`src/rtl/ball_engine_if.sv`:
```
// rtl/ball_engine_if.sv - ball engine control inputs and ball/score outputs
interface ball_engine_if #(parameter int SCORE_W = 4);
  logic               in_ani_stb;
  logic               in_animate;
  logic               in_start;
  logic [11:0]        in_leftbar_top;
  logic [11:0]        in_rightbar_top;
  logic [11:0]        out_x1;
  logic [11:0]        out_x2;
  logic [11:0]        out_y1;
  logic [11:0]        out_y2;
  logic               out_left_score;
  logic               out_right_score;
  logic [SCORE_W-1:0] out_left_points;
  logic [SCORE_W-1:0] out_right_points;
  logic [3:0]         out_speed;
  logic [1:0]         out_state;
  logic               out_game_over;
  logic               out_winner;

  modport master (
    output in_ani_stb, in_animate, in_start, in_leftbar_top, in_rightbar_top,
    input  out_x1, out_x2, out_y1, out_y2, out_left_score, out_right_score,
           out_left_points, out_right_points, out_speed, out_state,
           out_game_over, out_winner
  );

  modport slave (
    input  in_ani_stb, in_animate, in_start, in_leftbar_top, in_rightbar_top,
    output out_x1, out_x2, out_y1, out_y2, out_left_score, out_right_score,
           out_left_points, out_right_points, out_speed, out_state,
           out_game_over, out_winner
  );
endinterface

```
`src/rtl/ball_engine.sv`:
```
// rtl/ball_engine.sv - match-level pong ball engine: serve, paddle/wall collisions, scoring
module ball_engine #(
  parameter int          H_SIZE        = 10,
  parameter int          V_SIZE        = 10,
  parameter int          IX            = 320,
  parameter int          IY            = 240,
  parameter int          BAR_WIDTH     = 20,
  parameter int          BAR_LENGTH    = 180,
  parameter int          D_WIDTH       = 639,
  parameter int          D_HEIGHT      = 470,
  parameter int          SPEED_MIN     = 2,
  parameter int          SPEED_MAX     = 6,
  parameter int          HITS_PER_STEP = 4,
  parameter int          SERVE_FRAMES  = 60,
  parameter int          WIN_POINTS    = 5,
  parameter int          SCORE_W       = 4,
  parameter logic [15:0] LFSR_SEED     = 16'hACE1
) (
  input logic          in_clock,
  input logic          in_reset_n,
  ball_engine_if.slave bus
);
  typedef enum logic [1:0] {IDLE = 2'd0, SERVE = 2'd1, PLAY = 2'd2, OVER = 2'd3} state_t;

  localparam logic [11:0]        X_SERVE    = 12'(IX);
  localparam logic [11:0]        Y_SERVE    = 12'(IY);
  localparam logic [11:0]        Y_LO       = 12'(V_SIZE);
  localparam logic [11:0]        Y_HI       = 12'(D_HEIGHT - 1 - V_SIZE);
  localparam logic [12:0]        H13        = 13'(H_SIZE);
  localparam logic [12:0]        V13        = 13'(V_SIZE);
  localparam logic [12:0]        LZONE      = 13'(BAR_WIDTH);
  localparam logic [12:0]        RZONE      = 13'(D_WIDTH - BAR_WIDTH);
  localparam logic [12:0]        BL         = 13'(BAR_LENGTH);
  localparam logic [12:0]        BL_1_3     = 13'(BAR_LENGTH / 3);
  localparam logic [12:0]        BL_2_3     = 13'(2 * BAR_LENGTH / 3);
  localparam logic [3:0]         SPD_LO     = 4'(SPEED_MIN);
  localparam logic [3:0]         SPD_HI     = 4'(SPEED_MAX);
  localparam logic [7:0]         HITS_N     = 8'(HITS_PER_STEP);
  localparam logic [15:0]        SERVE_LAST = 16'(SERVE_FRAMES - 1);
  localparam logic [SCORE_W-1:0] WIN_N      = SCORE_W'(WIN_POINTS);
  localparam logic [SCORE_W-1:0] ONE_PT     = SCORE_W'(1);

  state_t             state_q, state_d;
  logic [11:0]        x_q, x_d, y_q, y_d;
  logic               x_dir_q, x_dir_d, y_dir_q, y_dir_d, y_mov_q, y_mov_d;
  logic [3:0]         speed_q, speed_d;
  logic [7:0]         hits_q, hits_d;
  logic [15:0]        serve_q, serve_d;
  logic [SCORE_W-1:0] lpts_q, lpts_d, rpts_q, rpts_d;
  logic               lpulse_q, lpulse_d, rpulse_q, rpulse_d, winner_q, winner_d;
  logic [15:0]        lfsr_q, lfsr_d;

  logic        frame_step, left_zone, right_zone, miss, outer, point;
  logic [12:0] x1e, x2e, y1e, y2e, top13, sp13;
  logic [11:0] sp12;

  assign frame_step = bus.in_ani_stb & bus.in_animate;
  assign x1e        = {1'b0, x_q} - H13;
  assign x2e        = {1'b0, x_q} + H13;
  assign y1e        = {1'b0, y_q} - V13;
  assign y2e        = {1'b0, y_q} + V13;
  assign sp12       = {8'd0, speed_q};
  assign sp13       = {9'd0, speed_q};
  assign left_zone  = x1e < LZONE;
  assign right_zone = x2e > RZONE;
  assign top13      = {1'b0, left_zone ? bus.in_leftbar_top : bus.in_rightbar_top};
  assign miss       = (y1e > top13 + BL) || (y2e < top13);
  assign outer      = (y2e < top13 + BL_1_3) || (y1e > top13 + BL_2_3);

  always_ff @(posedge in_clock) begin
    if (!in_reset_n) begin
      state_q  <= IDLE;
      x_q      <= X_SERVE;
      y_q      <= Y_SERVE;
      x_dir_q  <= 1'b0;
      y_dir_q  <= 1'b0;
      y_mov_q  <= 1'b1;
      speed_q  <= SPD_LO;
      hits_q   <= '0;
      serve_q  <= '0;
      lpts_q   <= '0;
      rpts_q   <= '0;
      lpulse_q <= 1'b0;
      rpulse_q <= 1'b0;
      winner_q <= 1'b0;
      lfsr_q   <= LFSR_SEED;
    end else begin
      state_q  <= state_d;
      x_q      <= x_d;
      y_q      <= y_d;
      x_dir_q  <= x_dir_d;
      y_dir_q  <= y_dir_d;
      y_mov_q  <= y_mov_d;
      speed_q  <= speed_d;
      hits_q   <= hits_d;
      serve_q  <= serve_d;
      lpts_q   <= lpts_d;
      rpts_q   <= rpts_d;
      lpulse_q <= lpulse_d;
      rpulse_q <= rpulse_d;
      winner_q <= winner_d;
      lfsr_q   <= lfsr_d;
    end
  end

  always_comb begin
    state_d  = state_q;
    x_d      = x_q;
    y_d      = y_q;
    x_dir_d  = x_dir_q;
    y_dir_d  = y_dir_q;
    y_mov_d  = y_mov_q;
    speed_d  = speed_q;
    hits_d   = hits_q;
    serve_d  = serve_q;
    lpts_d   = lpts_q;
    rpts_d   = rpts_q;
    lpulse_d = 1'b0;
    rpulse_d = 1'b0;
    winner_d = winner_q;
    lfsr_d   = {lfsr_q[14:0], lfsr_q[15] ^ lfsr_q[13] ^ lfsr_q[12] ^ lfsr_q[10]};
    point    = 1'b0;

    if (bus.in_start) begin
      state_d = SERVE;
      x_d     = X_SERVE;
      y_d     = Y_SERVE;
      x_dir_d = lfsr_q[0];
      y_dir_d = lfsr_q[1];
      y_mov_d = 1'b1;
      speed_d = SPD_LO;
      hits_d  = '0;
      serve_d = '0;
      lpts_d  = '0;
      rpts_d  = '0;
    end else if (frame_step) begin
      case (state_q)
        SERVE: begin
          if (serve_q == SERVE_LAST) state_d = PLAY;
          else                       serve_d = serve_q + 16'd1;
        end
        PLAY: begin
          if (left_zone || right_zone) begin
            if (miss) begin
              // Point: re-serve toward the side that just conceded.
              point   = 1'b1;
              x_d     = X_SERVE;
              y_d     = Y_SERVE;
              speed_d = SPD_LO;
              hits_d  = '0;
              y_mov_d = 1'b1;
              y_dir_d = lfsr_q[1];
              serve_d = '0;
              state_d = SERVE;
              if (left_zone) begin
                rpts_d   = rpts_q + ONE_PT;
                rpulse_d = 1'b1;
                x_dir_d  = 1'b1;
                if (rpts_q + ONE_PT == WIN_N) begin
                  state_d  = OVER;
                  winner_d = 1'b1;
                end
              end else begin
                lpts_d   = lpts_q + ONE_PT;
                lpulse_d = 1'b1;
                x_dir_d  = 1'b0;
                if (lpts_q + ONE_PT == WIN_N) begin
                  state_d  = OVER;
                  winner_d = 1'b0;
                end
              end
            end else begin
              x_dir_d = ~left_zone;
              if (outer) begin
                y_dir_d = lfsr_q[1];
                y_mov_d = 1'b1;
              end else begin
                y_mov_d = 1'b0;
              end
              if (hits_q + 8'd1 == HITS_N) begin
                hits_d = '0;
                if (speed_q < SPD_HI) speed_d = speed_q + 4'd1;
              end else begin
                hits_d = hits_q + 8'd1;
              end
            end
          end
          // Move with the post-collision direction; clamps compare in 13 bits so up-moves never wrap.
          if (!point) begin
            x_d = x_dir_d ? x_q - sp12 : x_q + sp12;
            if (y_mov_d) begin
              if (y_dir_d) begin
                if ({1'b0, y_q} < sp13 + {1'b0, Y_LO}) begin
                  y_d     = Y_LO;
                  y_dir_d = 1'b0;
                end else begin
                  y_d = y_q - sp12;
                end
              end else begin
                if ({1'b0, y_q} + sp13 > {1'b0, Y_HI}) begin
                  y_d     = Y_HI;
                  y_dir_d = 1'b1;
                end else begin
                  y_d = y_q + sp12;
                end
              end
            end
          end
        end
        default: ;
      endcase
    end
  end

  assign bus.out_x1           = x1e[11:0];
  assign bus.out_x2           = x2e[11:0];
  assign bus.out_y1           = y1e[11:0];
  assign bus.out_y2           = y2e[11:0];
  assign bus.out_left_score   = lpulse_q;
  assign bus.out_right_score  = rpulse_q;
  assign bus.out_left_points  = lpts_q;
  assign bus.out_right_points = rpts_q;
  assign bus.out_speed        = speed_q;
  assign bus.out_state        = state_q;
  assign bus.out_game_over    = (state_q == OVER);
  assign bus.out_winner       = winner_q;
endmodule
```
`src/flat_wrapper.sv`:
```
// flat-port wrapper written by rule: the top's interface ports become plain ports
module ball_engine_flat 
#(
  parameter int          H_SIZE        = 10,
  parameter int          V_SIZE        = 10,
  parameter int          IX            = 320,
  parameter int          IY            = 240,
  parameter int          BAR_WIDTH     = 20,
  parameter int          BAR_LENGTH    = 180,
  parameter int          D_WIDTH       = 639,
  parameter int          D_HEIGHT      = 470,
  parameter int          SPEED_MIN     = 2,
  parameter int          SPEED_MAX     = 6,
  parameter int          HITS_PER_STEP = 4,
  parameter int          SERVE_FRAMES  = 60,
  parameter int          WIN_POINTS    = 5,
  parameter int          SCORE_W       = 4,
  parameter logic [15:0] LFSR_SEED     = 16'hACE1
)
  (in_clock, in_reset_n, bus_in_ani_stb, bus_in_animate, bus_in_start, bus_in_leftbar_top, bus_in_rightbar_top, bus_out_x1, bus_out_x2, bus_out_y1, bus_out_y2, bus_out_left_score, bus_out_right_score, bus_out_left_points, bus_out_right_points, bus_out_speed, bus_out_state, bus_out_game_over, bus_out_winner);
  ball_engine_if #(.SCORE_W(SCORE_W)) bus_i ();
  input logic in_clock;
  input logic in_reset_n;
  input wire logic [$bits(bus_i.in_ani_stb)-1:0] bus_in_ani_stb;
  input wire logic [$bits(bus_i.in_animate)-1:0] bus_in_animate;
  input wire logic [$bits(bus_i.in_start)-1:0] bus_in_start;
  input wire logic [$bits(bus_i.in_leftbar_top)-1:0] bus_in_leftbar_top;
  input wire logic [$bits(bus_i.in_rightbar_top)-1:0] bus_in_rightbar_top;
  output wire logic [$bits(bus_i.out_x1)-1:0] bus_out_x1;
  output wire logic [$bits(bus_i.out_x2)-1:0] bus_out_x2;
  output wire logic [$bits(bus_i.out_y1)-1:0] bus_out_y1;
  output wire logic [$bits(bus_i.out_y2)-1:0] bus_out_y2;
  output wire logic [$bits(bus_i.out_left_score)-1:0] bus_out_left_score;
  output wire logic [$bits(bus_i.out_right_score)-1:0] bus_out_right_score;
  output wire logic [$bits(bus_i.out_left_points)-1:0] bus_out_left_points;
  output wire logic [$bits(bus_i.out_right_points)-1:0] bus_out_right_points;
  output wire logic [$bits(bus_i.out_speed)-1:0] bus_out_speed;
  output wire logic [$bits(bus_i.out_state)-1:0] bus_out_state;
  output wire logic [$bits(bus_i.out_game_over)-1:0] bus_out_game_over;
  output wire logic [$bits(bus_i.out_winner)-1:0] bus_out_winner;
  assign bus_i.in_ani_stb = bus_in_ani_stb;
  assign bus_i.in_animate = bus_in_animate;
  assign bus_i.in_start = bus_in_start;
  assign bus_i.in_leftbar_top = bus_in_leftbar_top;
  assign bus_i.in_rightbar_top = bus_in_rightbar_top;
  assign bus_out_x1 = bus_i.out_x1;
  assign bus_out_x2 = bus_i.out_x2;
  assign bus_out_y1 = bus_i.out_y1;
  assign bus_out_y2 = bus_i.out_y2;
  assign bus_out_left_score = bus_i.out_left_score;
  assign bus_out_right_score = bus_i.out_right_score;
  assign bus_out_left_points = bus_i.out_left_points;
  assign bus_out_right_points = bus_i.out_right_points;
  assign bus_out_speed = bus_i.out_speed;
  assign bus_out_state = bus_i.out_state;
  assign bus_out_game_over = bus_i.out_game_over;
  assign bus_out_winner = bus_i.out_winner;
  ball_engine #(.H_SIZE(H_SIZE), .V_SIZE(V_SIZE), .IX(IX), .IY(IY), .BAR_WIDTH(BAR_WIDTH), .BAR_LENGTH(BAR_LENGTH), .D_WIDTH(D_WIDTH), .D_HEIGHT(D_HEIGHT), .SPEED_MIN(SPEED_MIN), .SPEED_MAX(SPEED_MAX), .HITS_PER_STEP(HITS_PER_STEP), .SERVE_FRAMES(SERVE_FRAMES), .WIN_POINTS(WIN_POINTS), .SCORE_W(SCORE_W), .LFSR_SEED(LFSR_SEED)) u_core (.in_clock(in_clock), .in_reset_n(in_reset_n), .bus(bus_i));
endmodule
```
`config.mk`:
```
export PLATFORM = sky130hd
export DESIGN_NAME = ball_engine_flat
export DESIGN_NICKNAME = d
export VERILOG_FILES = /design/src/rtl/ball_engine_if.sv /design/src/rtl/ball_engine.sv /design/src/flat_wrapper.sv
export SDC_FILE = /design/constraint.sdc
export NUM_CORES = 1
export LEC_CHECK = 0
export CORE_UTILIZATION = 52
export CTS_CLUSTER_DIAMETER = 40
export CTS_CLUSTER_SIZE = 10
export DETAILED_ROUTE_END_ITERATION = 6
export GPL_TIMING_DRIVEN = 0
export PLACE_DENSITY_LB_ADDON = 0.15
export SLEW_MARGIN = 20
export SYNTH_ARGS = -nofsm -noshare
export SYNTH_HDL_FRONTEND = slang
export SYNTH_SLANG_ARGS = --single-unit
```
`constraint.sdc`:
```
create_clock -name in_clock -period 8.58 [get_ports in_clock]
set_input_delay 1.716 -clock in_clock [delete_from_list [all_inputs] [get_ports in_clock]]
set_output_delay 1.716 -clock in_clock [all_outputs]
set_load 0.03 [all_outputs]
```
==> out/qor.yml <==
wl_met1_mm: 9.657
post-route-period-util_pct: 94.39
max_cap_violations: 0
holdWs_ps: 409.6
reg2reg_depth: 40
antenna_found_initial: 0
io_pins: 95
gr-total-overflow: 0
portBuffers: 94
cp_data_required_time_ps: 8790
synthesis.nets: 1087
drt-initial-drc-count: 552
endpoint_kind: "register"
grt_first_pass_wirelength_mm: 32.24
start_util_pct: 53.35
synth-seq-area-share_pct: 21.69
numCtsBuffers: 9
cts.sinks: 84
die_h_um: 124.1
dr_wl_met3_mm: 1.113
path_clk_slew_ps: 70
num_rows: 44
clock_latency_ps: 340
place.gp.congestion: 0.9402
cts_tree: "done"
fillers: 1324
synth_top_area_share_pct: 21.69
r2r_setup_slack_ps: 480
skew_ps: 7.846
grt_pass1_vias: 6553
cp_slowest_cell: "a2111o_1"
status: "completed"
finalWirelength_mm: 20.33
grt_util_all_layers_pct: 26.74
ys.flop_type: "dfxtp_1"
fmax_mhz: 123.5
antenna_cells: 0
crit_path_start: "u_core.x_q[1]"
power_density_mw_per_mm2: 101.4
critPathKind: "register to register"
timing.rr.start: "u_core.x_q[1]"
crit_fanout: 10
synth_area_mm2: 0.007754
cp_slowest_stage_delay_ps: 420
syn-instance-count: 967
hold_violations: 0
arrival_ps: 8310
yosys_warnings: 0
highest_layer: "met4"
synth_edf_count: 0
first_pass_iters: 5
yosys.area.top_type: "dfxtp_1"
relSlewSlack_pct: 34.83
dp_hpwl_mm: 15.55
crit_path_start_kind: "register"
vias: 7300
power.leakage_nw: 3.735
cts_root_buf: "clkbuf_16"
setup_tns_ps: 0
hp-class: "register to register"
slew_violations: 0
setup_viol: 0
ir_worst_vdd_mv: 0.1345
synthTopCellsByCount: "nand2_1, ha_1, dfxtp_1"
worst_slew_pin_slew_ps: 950.3
netlist_top_cells_area: "dfxtp_1, ha_1, xnor2_1"
syn_avg_cell_area_um2: 8.018
viasPerCell: 5.757
chipWidth_um: 124.1
setup.worst_path.end: "u_core.x_q[11]"
layout-drive-gt1-share_pct: 8.672
yosysMostFrequentCell: "nand2_1"
ant_nets: 0
timing.critical_path.mode_cell: "ha_1"
synth_cell_type_count: 82
rr_endpoint: "u_core.x_q[11]"
fin_nets: 1199
layout_min_cycle_time_ps: 8098
ys_ff_latch: 84
synthToLayoutAreaGrowth_pct: 21.45
core_mm2: 0.01453
clk_path_buf_depth: 2
htreeDepth: 3
route.met2.wl_mm: 9.278
drcViolationCount: 0
grt_max_degree: 16
wire_per_inst_um: 16.03
synthArstFlopShare_pct: 0
die_area_mm2: 0.01540
## cell families after synthesis
family,synth area share [%]
AOI/OAI and AO/OA,19.53
xor gates and xnor gates,11.07
adders and majority gates,14.98
buffers and inverters,5.503
DFF,21.69
muxes,2.905
and+or+nand+nor,24.33
## report_power, final
group / internal (W) / switching (W) / total (W)
registers: 0.000396 / 0.00000355 / 0.000400
clock network: 0.000257 / 0.000167 / 0.000423
logic: 0.0000613 / 0.0000710 / 0.000132
## worst min-delay path by stage
| stage | endpoint | slack, ps | from | depth (start not counted) |
|---|---|---|---|---|
| floorplan | u_core.lfsr_q[10] | 390 | u_core.lfsr_q[9] | 1 |
| global placement | u_core.lfsr_q[15] | 390 | u_core.lfsr_q[14] | 1 |
| detailed placement | u_core.lfsr_q[10] | 400 | u_core.lfsr_q[9] | 1 |
| CTS | u_core.lfsr_q[15] | 410 | u_core.lfsr_q[14] | 1 |
| global route | u_core.lfsr_q[15] | 430 | u_core.lfsr_q[14] | 1 |
| finish | u_core.lfsr_q[15] | 410 | u_core.lfsr_q[14] | 1 |
## final cells by class
cell class / instances / area [um2] / share of cell area, %
multi-input combinational: 795 / 5738 / 60.94
sequential: 84 / 1687 / 17.91
timing repair buffer: 100 / 985.9 / 10.47
buffer: 48 / 300.3 / 3.189
tap: 184 / 230.2 / 2.445
clock buffer: 9 / 225.2 / 2.392
inverter: 41 / 153.9 / 1.634
clock inverter: 7 / 96.34 / 1.023
## per-stage QoR
step / power (W) / cell area (um2) / utilization, % / setup WS, ps / cells
2_1_floorplan: 0.0004943 / 7762 / - / 29.96 / 967
3_3_place_gp: 0.0005307 / 8934 / 61.47 / -1140 / 1245
3_5_place_dp: 0.0005326 / 8934 / 61.47 / -1273 / 1245
4_1_cts: 0.0009586 / 9338 / 64.25 / 23.86 / 1265
5_1_grt: 0.0009929 / 9417 / 64.79 / -28.60 / 1268
6_report: 0.0009552 / 9417 / 64.79 / 481.7 / 1268
## critical path: cells and delay by family, from the launching register on
kind | cells | cell delay (ps)
simple gates | 5 | 740
fa+ha+maj | 5 | 1220
compound gates | 16 | 3460
flops | 1 | 410
mux | 3 | 640
buf+inv | 8 | 940
xor+xnor | 3 | 520
## metal layers
| metal | global-route usage, % | vias to the layer above |
|---|---|---|
| li1 | - | 3675 |
| met1 | 36.21 | 3403 |
| met2 | 44.27 | 202 |
| met3 | 4.212 | 20 |
| met4 | 6.250 | 0 |
| met5 | 0 | - |
## flip-flops by register name, indices dropped and copies added (netlist names), 2 cells and up
| register | cells |
|---|---|
| u_core.y_q | 12 |
| u_core.lfsr_q | 16 |
| u_core.bus.out_right_points | 4 |
| u_core.bus.out_speed | 4 |
| u_core.bus.out_state | 2 |
| u_core.bus.out_left_points | 4 |
| u_core.serve_q | 16 |
| u_core.hits_q | 8 |
| u_core.x_q | 12 |
## cell usage in the layout, fill, tap and decap left out, types with 4 or more instances in the layout
cell type | netlist | routed
ha_1 | 88 | 88
clkdlybuf4s50_1 | 0 | 94
nor3_1 | 25 | 25
xor2_1 | 43 | 43
nand4_1 | 15 | 15
or3_1 | 17 | 17
and3_1 | 15 | 15
o21ai_0 | 45 | 42
a21o_1 | 11 | 11
nor4_1 | 15 | 15
o31ai_1 | 7 | 6
nor2b_1 | 27 | 27
dfxtp_1 | 84 | 82
nand2b_1 | 20 | 20
a31oi_1 | 5 | 5
a21oi_1 | 47 | 47
buf_6 | 6 | 5
o21ai_2 | 5 | 6
xnor2_1 | 55 | 55
clkbuf_16 | 0 | 9
mux2i_1 | 15 | 12
a2111oi_0 | 5 | 4
mux2i_4 | 0 | 4
o211ai_1 | 7 | 7
nand2_1 | 104 | 104
o31a_1 | 4 | 4
inv_1 | 41 | 39
clkbuf_1 | 22 | 21
buf_2 | 6 | 6
nor2_1 | 83 | 83
and2_1 | 12 | 12
nand3_1 | 22 | 22
buf_4 | 10 | 15
a211oi_1 | 8 | 7
o21a_1 | 12 | 12
## timing repair
item / CTS / global route
resized for setup: 14 / 12
endpoints found under the hold margin: 0 / 0
pin swaps: 3 / 5
hold buffers: 0 / 0
setup buffers: 4 / 2
cloned: 0 / 1
setup endpoints to repair: 8 / 4
No activity file was read; power rests on OpenSTA's default activity.
